File: config.mk
export PLATFORM = sky130hd
export DESIGN_NAME = convolution_procesor_core
export DESIGN_NICKNAME = d
export VERILOG_FILES = /design/src/rtl/convolution_procesor_core.sv
export SDC_FILE = /design/constraint.sdc
export NUM_CORES = 1
export LEC_CHECK = 0
export ABC_AREA = 1
export CAP_MARGIN = 20
export CORE_ASPECT_RATIO = 0.5
export CORE_MARGIN = 4
export CORE_UTILIZATION = 60
export DETAILED_ROUTE_END_ITERATION = 10
export PLACE_DENSITY = 0.89
export SYNTH_ARGS = -nofsm -noshare
export SYNTH_HDL_FRONTEND = slang
export SYNTH_SLANG_ARGS = --single-unit
File: constraint.sdc
create_clock -name clk -period 7.71 [get_ports clk]
set_input_delay 1.1565 -clock clk [delete_from_list [all_inputs] [get_ports clk]]
set_output_delay 1.1565 -clock clk [all_outputs]
set_load 0.005 [all_outputs]
File: src/rtl/convolution_procesor_core.sv
// Convolution sequencer: walks every output index i of Z = X * Y, reads X/Y
// sample pairs from synchronous RAMs, multiply-accumulates the in-range pairs
// and writes each finished Z sample before pulsing done.
module convolution_procesor_core #(
    parameter int DATA_WIDTH = 8,
    parameter int ADDR_WIDTH = 5,
    parameter int ACC_WIDTH  = 2*DATA_WIDTH+ADDR_WIDTH
) (
    input  logic                  clk,
    input  logic                  rst_a,
    input  logic                  start,
    input  logic [ADDR_WIDTH-1:0] size_x,
    input  logic [ADDR_WIDTH-1:0] size_y,
    output logic [ADDR_WIDTH-1:0] mem_x_addr,
    input  logic [DATA_WIDTH-1:0] mem_x_data,
    output logic [ADDR_WIDTH-1:0] mem_y_addr,
    input  logic [DATA_WIDTH-1:0] mem_y_data,
    output logic [ADDR_WIDTH:0]   mem_z_addr,
    output logic [ACC_WIDTH-1:0]  mem_z_data,
    output logic                  mem_z_we,
    output logic                  busy,
    output logic                  done
);

    // One extra bit on indices and sizes so i-k and the bound checks never wrap.
    localparam int IW = ADDR_WIDTH + 1;
    localparam int PW = 2 * DATA_WIDTH;

    typedef enum logic [2:0] {
        S_IDLE, S_CLEAR, S_READ, S_ACC, S_WRITE, S_DONE
    } state_t;

    state_t          state, state_nxt;
    logic [IW-1:0]   sx, sy, i, k;
    logic [IW-1:0]   diff, last_i, last_k;
    logic            valid;
    logic [ACC_WIDTH-1:0] acc;
    logic [PW-1:0]   prod;
    logic            size_zero;

    assign diff      = i - k;
    assign last_i    = sx + sy - IW'(2);
    assign last_k    = sy - IW'(1);
    assign prod      = PW'(mem_x_data) * PW'(mem_y_data);
    assign size_zero = (size_x == '0) || (size_y == '0);

    // State register; async reset returns straight to IDLE.
    always_ff @(posedge clk or negedge rst_a) begin
        if (!rst_a) state <= S_IDLE;
        else        state <= state_nxt;
    end

    // Next-state and memory/handshake outputs, all decoded from current state.
    always_comb begin
        state_nxt  = state;
        mem_x_addr = '0;
        mem_y_addr = '0;
        mem_z_addr = '0;
        mem_z_data = '0;
        mem_z_we   = 1'b0;
        busy       = 1'b0;
        done       = 1'b0;
        case (state)
            S_IDLE: begin
                if (start) state_nxt = size_zero ? S_DONE : S_CLEAR;
            end
            S_CLEAR: begin
                busy      = 1'b1;
                state_nxt = S_READ;
            end
            S_READ: begin
                busy       = 1'b1;
                mem_x_addr = diff[ADDR_WIDTH-1:0];
                mem_y_addr = k[ADDR_WIDTH-1:0];
                state_nxt  = S_ACC;
            end
            S_ACC: begin
                // Addresses held so the RAM outputs stay tied to this pair.
                busy       = 1'b1;
                mem_x_addr = diff[ADDR_WIDTH-1:0];
                mem_y_addr = k[ADDR_WIDTH-1:0];
                state_nxt  = (k == last_k) ? S_WRITE : S_READ;
            end
            S_WRITE: begin
                busy       = 1'b1;
                mem_z_we   = 1'b1;
                mem_z_addr = i;
                mem_z_data = acc;
                state_nxt  = (i == last_i) ? S_DONE : S_CLEAR;
            end
            S_DONE: begin
                done      = 1'b1;
                state_nxt = S_IDLE;
            end
            default: state_nxt = S_IDLE;
        endcase
    end

    // Datapath: size latch, index counters, in-range flag and accumulator.
    always_ff @(posedge clk or negedge rst_a) begin
        if (!rst_a) begin
            sx    <= '0;
            sy    <= '0;
            i     <= '0;
            k     <= '0;
            acc   <= '0;
            valid <= 1'b0;
        end else begin
            case (state)
                S_IDLE: begin
                    if (start) begin
                        sx <= {1'b0, size_x};
                        sy <= {1'b0, size_y};
                        i  <= '0;
                    end
                end
                S_CLEAR: begin
                    acc <= '0;
                    k   <= '0;
                end
                S_READ: begin
                    valid <= (i >= k) && (diff < sx);
                end
                S_ACC: begin
                    // Out-of-range pairs still spend their cycles; only the add is skipped.
                    if (valid) acc <= acc + ACC_WIDTH'(prod);
                    if (k != last_k) k <= k + IW'(1);
                end
                S_WRITE: begin
                    if (i != last_i) i <= i + IW'(1);
                end
                default: ;
            endcase
        end
    end

endmodule

==> results of run 1 <==
==> sequential cells by signal (all words and copies together), names as in the netlist <==
signal / flops
acc: 21
valid: 1
state: 3
k: 6
sy: 5
i: 6
sx: 5
==> layer usage <==
| metal | up-vias | wire length, um |
|---|---|---|
| met1 | 2648 | 6570 |
| met3 | 17 | 936 |
| met2 | 195 | 7150 |
| met4 | 0 | 119 |
| li1 | 2776 | - |
| met5 | - | 0 |
==> how the worst max path moves through the flow <==
stage | start | cells after the start | to | slack, ns
after detailed placement | mem_x_data[4] | 18 | acc[15] | 2.15
after global routing | mem_x_data[4] | 18 | acc[19] | 2.11
final | mem_x_data[0] | 19 | acc[20] | 2.38
after global placement | mem_x_data[0] | 19 | acc[20] | 2.19
after floorplan | mem_y_data[4] | 18 | acc[19] | 2.91
after CTS | mem_x_data[4] | 19 | acc[20] | 2.42
==> metrics by stage <==
step                cells  instance area, sq um  total power (W)  worst slack, ns  hold WS, ns
floorplan             892                  6200          0.00182             2.91        0.449
global placement     1071                  6930          0.00218             2.19        0.465
detailed placement   1071                  6930          0.00226             2.15        0.478
CTS                  1079                  7090          0.00251             2.42        0.494
global route         1079                  7090          0.00283             2.11        0.515
finish               1079                  7090          0.00253             2.38        0.492
==> report_power, final <==
part	total, W	switching [W]	internal (W)	leakage (nW)
combinational	0.00192	0.00121	0.000702	3.28
clock	0.000229	0.0000994	0.000130	0.0731
sequential	0.000382	0.0000594	0.000323	0.616
total	0.00253	0.00137	0.00115	3.97
==> cell usage after synthesis, types with 2 or more instances <==
cell,n
nor3_1,8
fa_1,52
nand3_2,2
inv_2,7
nand2_1,220
nor3_2,2
or2_2,3
inv_1,211
dfrtp_1,47
nand3_1,56
o21ai_0,22
o21ai_1,8
nor2_2,2
xnor2_1,7
nand2_4,2
a21oi_1,32
nand3b_1,4
nand2_2,6
nor2_8,3
ha_1,63
nor2_1,82
and2_1,2
xor2_1,5
o22ai_1,3
o21ai_2,4
buf_1,2
or2_1,2
clkbuf_1,19
nand4_1,5
==> worst max-delay path, stage by stage <==
cell and delay (ns):
clkdlybuf4s50_1 0.66, nand2_1 0.13, fa_1 0.52, fa_1 0.56, inv_1 0.06, fa_1 0.57, inv_1 0.07, fa_1 0.53
inv_1 0.04, ha_1 0.35, nand2_1 0.10, a21oi_1 0.14, nor2_1 0.06, nand2_1 0.13, nand2_1 0.07, nand2_1 0.15
nand3_1 0.10, nand2_1 0.08, nor2_1 0.04
==> cell type report <==
type	instances	area, sq um	share of cell area
clock inverter	2	16.3	0.00229
timing repair buffer	69	683	0.0964
inverter	220	828	0.117
clock buffer	6	139	0.0196
sequential	47	1180	0.166
multi-input combinational	600	4080	0.575
tap	135	169	0.0238
==> kinds of logic after synthesis <==
logic type	count (synthesis)
AO/OA/AOI/OAI	73
XOR/XNOR	12
adder cells (fa/ha/maj)	115
buffers and inverters	245
flip-flops	47
AND/OR/NAND/NOR	400
==> run_results.csv, run 1 <==
group,metric,value,unit
run_status,status,"finished, final reports clean",
cells_and_area,fillCellCount,821,
synthesis,unique_cell_type_count_in_the_yosys_netlist,40,
place,routabilityCongestion,0.927,
synthesis,muxShareOfSynthArea,0,
cts,post_cts_resize_count,0,
timing,tightest_slew,0.652,ns
cells_and_area,antenna_cells_inserted,0,
synthesis,synth-compound-area-share,0.0654,
synthesis,yosys.area_share.xor_xnor,0.0170,
run,number_of_maximum_capacitance_constraint_violations,0,
detailed_routing,post-route-drc-count,0,
pwr,ir_worst_vdd,210,uV
timing,final_period_minus_worst_setup_slack,5.33,ns
worst_setup_path,endpoint_arrival_time_on_the_critical_path,5.51,ns
detailed_routing,dr.pass1.iters,5,
cts,cts.htree.levels,2,
synthesis,synth-seq-cells,47,
place,port_buffers,68,
detailed_routing,drt-initial-drc-count,382,
synthesis,synth_area,6200,sq um
min_path,hold_path_startpoint,"valid",
cts,clock-root-buffer,"clkbuf_16",
timing,rsz0062_at_grt,"false",
cts,clock-sinks,47,
global_routing,vias_in_the_first_global_route,5665,
detailed_routing,ant_nets,0,
place,hpwl,11.8,mm
timing,report.final.setup_viol,0,
detailed_routing,drt-vias-per-instance,5.22,
worst_setup_path,worst_r2r_endpoint,"acc[15]",
global_routing,first_pass_grt_wire_length,25.6,mm
synthesis,asyncSetResetFlopFracSynth,1.00,
worst_setup_path,timing.reg2reg.setup_slack,3.75,ns
cts,cts_tree,"built",
timing,maxClockFrequency,0.187,GHz
cts,clk_pin_slew,0.07,ns
global_routing,number_of_antenna_violations_at_the_first_check_in_global_routing,0,
cells_and_area,synthToLayoutAreaGrowth,14.3,%
cts,cts.hold.buffers_added,0,
detailed_routing,detail_route.wirelength,14.8,mm
worst_setup_path,timing_worst_setup_path_type,"primary input to flip-flop",
synthesis,yosys-top-cells-area,"dfrtp_1 19%, fa_1 17%, nand2_1 13%",
cts,cts_max_path_buffers,2,
synthesis,synth_fp_nets,1036,
die,core-area,9760,sq um
synthesis,postSynthCellCount,892,
detailed_routing,route.detailed.wl_per_inst,13.7,um
synthesis,synth_largest_area_cell,"dfrtp_1",
synthesis,seq_area_frac_synth,0.190,
synthesis,synth_enable_flop_cells,0,
cells_and_area,final_common_cell,"nand2_1",
min_path,timing.hold.worst.class,"flip-flop to flip-flop",
global_routing,grt_util_met3,0.0420,
timing,timing.final.max_slew_violations,0,
timing,slew_headroom,0.566,
timing,final-hold-violation-count,0,
synthesis,synthDominantCellAreaShare,0.190,
die,ioPinCount,69,
worst_setup_path,worst-r2r-cell-count,17,
worst_setup_path,timing.critical_path.fanout_max,8,
synthesis,largest_family_of_logic_cells_by_synthesized_area,"adder cells",
global_routing,grt_use_met1,0.334,
die,rows,25,
cells_and_area,nNetsFinal,1087,
global_routing,met2_usage,0.471,
timing,setup_tns,0,ns
synthesis,count_of_warnings_emitted_by_yosys,0,
global_routing,groute.usage.overall,0.259,
worst_setup_path,startpoint_type_of_the_worst_setup_path,"primary input",
pwr,power-per-cell-area,357,nW/um^2
cts,clk_latency,0.29,ns
min_path,hold_depth,2,
synthesis,synth_simple_gate_area_share,0.280,
min_path,worst_hold_path.endpoint,"valid",
cts,cts_buffers,5,
synthesis,post_synth_fa_ha_maj_area_fraction,0.295,
worst_setup_path,crit_required,7.89,ns
die,fp.dieArea,12100,sq um
worst_setup_path,endpoint_kind,"flip-flop",
global_routing,grt_start_max_net_pins,48,
synthesis,syn_area_per_cell,6.95,sq um
global_routing,globalRoute.busiestLayer,"met2",
synthesis,postSynth.topFlopCell,"dfrtp_1",
timing,final.setup_skew,0.0101,ns
die,fp.dieW,152,um
worst_setup_path,regToRegStartpoint,"acc[6]",
cells_and_area,mostFrequentLayoutCells,"220 x nand2_1, 211 x inv_1, 82 x nor2_1",
timing,final.period_utilization,0.692,
pwr,leakage_power,3.97,nW
die,die_y,79.9,um
global_routing,grt.overflow.total,0,
die,floorplan.initialDensity,0.635,
cts,postCtsSetupRepairBufs,0,
detailed_routing,detailroute.via_count,5636,
cells_and_area,final_util,0.726,
cells_and_area,final_layout_size_suffix_gt1_frac,0.0456,
Note: power is estimated with default switching activity, not from simulation.
==> run 2, diff against run 1 <==
Settings changed: CORE_UTILIZATION 60 to 53, PLACE_DENSITY 0.89 to 0.84.
Clock period 7.71 ns to 4.7 ns, I/O delays scaled along.
==> run_results.csv, run 2 (same netlist as run 1, synthesis figures left out) <==
group,metric,value,unit
detailed_routing,dr.pass1.iters,5,
timing,final.setup_skew,0.00896,ns
place,routabilityCongestion,0.895,
cts,cts.htree.levels,2,
timing,maxClockFrequency,0.219,GHz
die,die_y,84.5,um
worst_setup_path,endpoint_arrival_time_on_the_critical_path,4.76,ns
global_routing,groute.usage.overall,0.232,
cells_and_area,final_layout_size_suffix_gt1_frac,0.0926,
detailed_routing,detailroute.via_count,5649,
timing,timing.final.max_slew_violations,0,
pwr,power-per-cell-area,632,nW/um^2
global_routing,number_of_antenna_violations_at_the_first_check_in_global_routing,0,
timing,slew_headroom,0.633,
cells_and_area,finalInstanceArea,7520,sq um
cells_and_area,largest_reg_flops,21,
die,core-area,11200,sq um
timing,tightest_slew,0.549,ns
worst_setup_path,crit_required,4.89,ns
die,ioPinCount,69,
detailed_routing,drt-initial-drc-count,363,
die,floorplan.initialDensity,0.553,
timing,setup_tns,0,ns
die,rows,27,
place,dpl.cell_count,1122,
pwr,leakage_power,4.24,nW
global_routing,vias_in_the_first_global_route,5726,
cells_and_area,largestRegisters,"acc: 21 flops, i: 6 flops, k: 6 flops",
global_routing,grt_start_max_net_pins,48,
cts,cts_max_path_buffers,2,
place,hpwl,12.2,mm
timing,final.period_utilization,0.973,
cts,clk_latency,0.30,ns
cells_and_area,registers.top_by_ff_count,"acc",
worst_setup_path,timing.critical_path.fanout_max,4,
timing,final-hold-violation-count,0,
worst_setup_path,endpoint_kind,"flip-flop",
detailed_routing,drt-vias-per-instance,4.99,
die,fp.dieArea,13600,sq um
cts,clk_pin_slew,0.07,ns
cells_and_area,antenna_cells_inserted,0,
run_status,status,"finished, final reports clean",
run,number_of_maximum_capacitance_constraint_violations,0,
worst_setup_path,timing_worst_setup_path_type,"primary input to flip-flop",
cts,cts_buffers,5,
place,port_buffers,68,
worst_setup_path,startpoint_type_of_the_worst_setup_path,"primary input",
cells_and_area,nNetsFinal,1115,
min_path,timing.hold.worst.class,"primary input to asynchronous set/reset pin",
cells_and_area,synthToLayoutAreaGrowth,21.3,%
cells_and_area,final_common_cell,"nand2_1",
timing,report.final.setup_viol,0,
detailed_routing,post-route-drc-count,0,
cells_and_area,mostFrequentLayoutCells,"215 x nand2_1, 211 x inv_1, 81 x nor2_1",
cells_and_area,finish.cell_count_without_fillers,1131,
detailed_routing,route.detailed.wl_per_inst,13.6,um
die,fp.dieW,161,um
detailed_routing,detail_route.wirelength,15.3,mm
global_routing,grt.overflow.total,0,
cts,clock-root-buffer,"clkbuf_16",
timing,final_period_minus_worst_setup_slack,4.57,ns
detailed_routing,ant_nets,0,
place,detailed_place.area,7180,sq um
pwr,power,0.00475,W
pwr,ir_worst_vdd,355,uV
global_routing,first_pass_grt_wire_length,26.4,mm
cts,cts_tree,"built",
cts,clock-sinks,47,
cts,postCtsSetupRepairBufs,0,
run 2: cell types whose count changed in the layout (fill, tap and decap cells not counted), sizes merged:
cell,before,now
bufinv,0,2
clkdlybuf4s50,67,55
dlymetal6s2s,0,12
clkbuf,6,5
clkinv,2,1
buf,2,30
run 2: layout make-up:
class,count,area (sq um)
clock buffer,5,125
multi-input combinational,600,4170
inverter,220,828
fill,938,3700
tap,159,199
timing repair buffer,97,948
sequential,47,1180
clock inverter,3,67.6
run 2: critical path: stages:
cell and delay, ns:
clkdlybuf4s50_1 0.47, buf_4 0.17, nand2_1 0.06, inv_1 0.05, fa_1 0.54, fa_1 0.46, fa_1 0.56, inv_1 0.06
fa_1 0.54, inv_1 0.04, ha_1 0.35, nand2_1 0.09, nand2_1 0.09, a21oi_2 0.16, nor2_1 0.06, nor2_1 0.12
nand3b_1 0.09, nand3_1 0.08, nand2_1 0.06
run 2: path summary, 6_finish.rpt:
check | startpoint | end | slack (ns) | cells past startpoint
worst min-delay path | rst_a | sx[2] | 0.27 | 1
min in group clk | acc[14] | acc[14] | 0.49 | 2
worst max register to register | acc[6] | acc[17] | 0.86 | 18
worst max-delay path | mem_x_data[4] | acc[17] | 0.13 | 19
max in group asynchronous | rst_a | state[1] | 3.93 | 2
worst min register to register | acc[14] | acc[14] | 0.49 | 2
run 2: metrics by stage:
stage | utilization | worst slack, ns | hold WS (ns)
after floorplan | - | 0.351 | 0.409
after global placement | 0.640 | -0.216 | 0.465
after detailed placement | 0.640 | -0.265 | 0.477
after CTS | 0.657 | 0.0238 | 0.495
after global routing | 0.670 | -0.0235 | 0.268
final | 0.670 | 0.129 | 0.267
run 2: per-layer routing:
layer | vias up | track usage | share of wire
met5 | - | 0 | 0
met4 | 0 | 0.0642 | 0.024
met3 | 33 | 0.0309 | 0.039
met2 | 147 | 0.411 | 0.49
met1 | 2639 | 0.303 | 0.45
li1 | 2830 | - | -
run 2: repair_timing:
item | in CTS | in global routing
setup endpoints to repair | 0 | 14
gates resized for setup | 0 | 33
hold buffers | 0 | 0
run 2: power breakdown:
part           switching [W]  internal (W)  total, W
clock               0.000173      0.000305  0.000478
sequential         0.0000954      0.000529  0.000624
combinational        0.00217       0.00148   0.00365
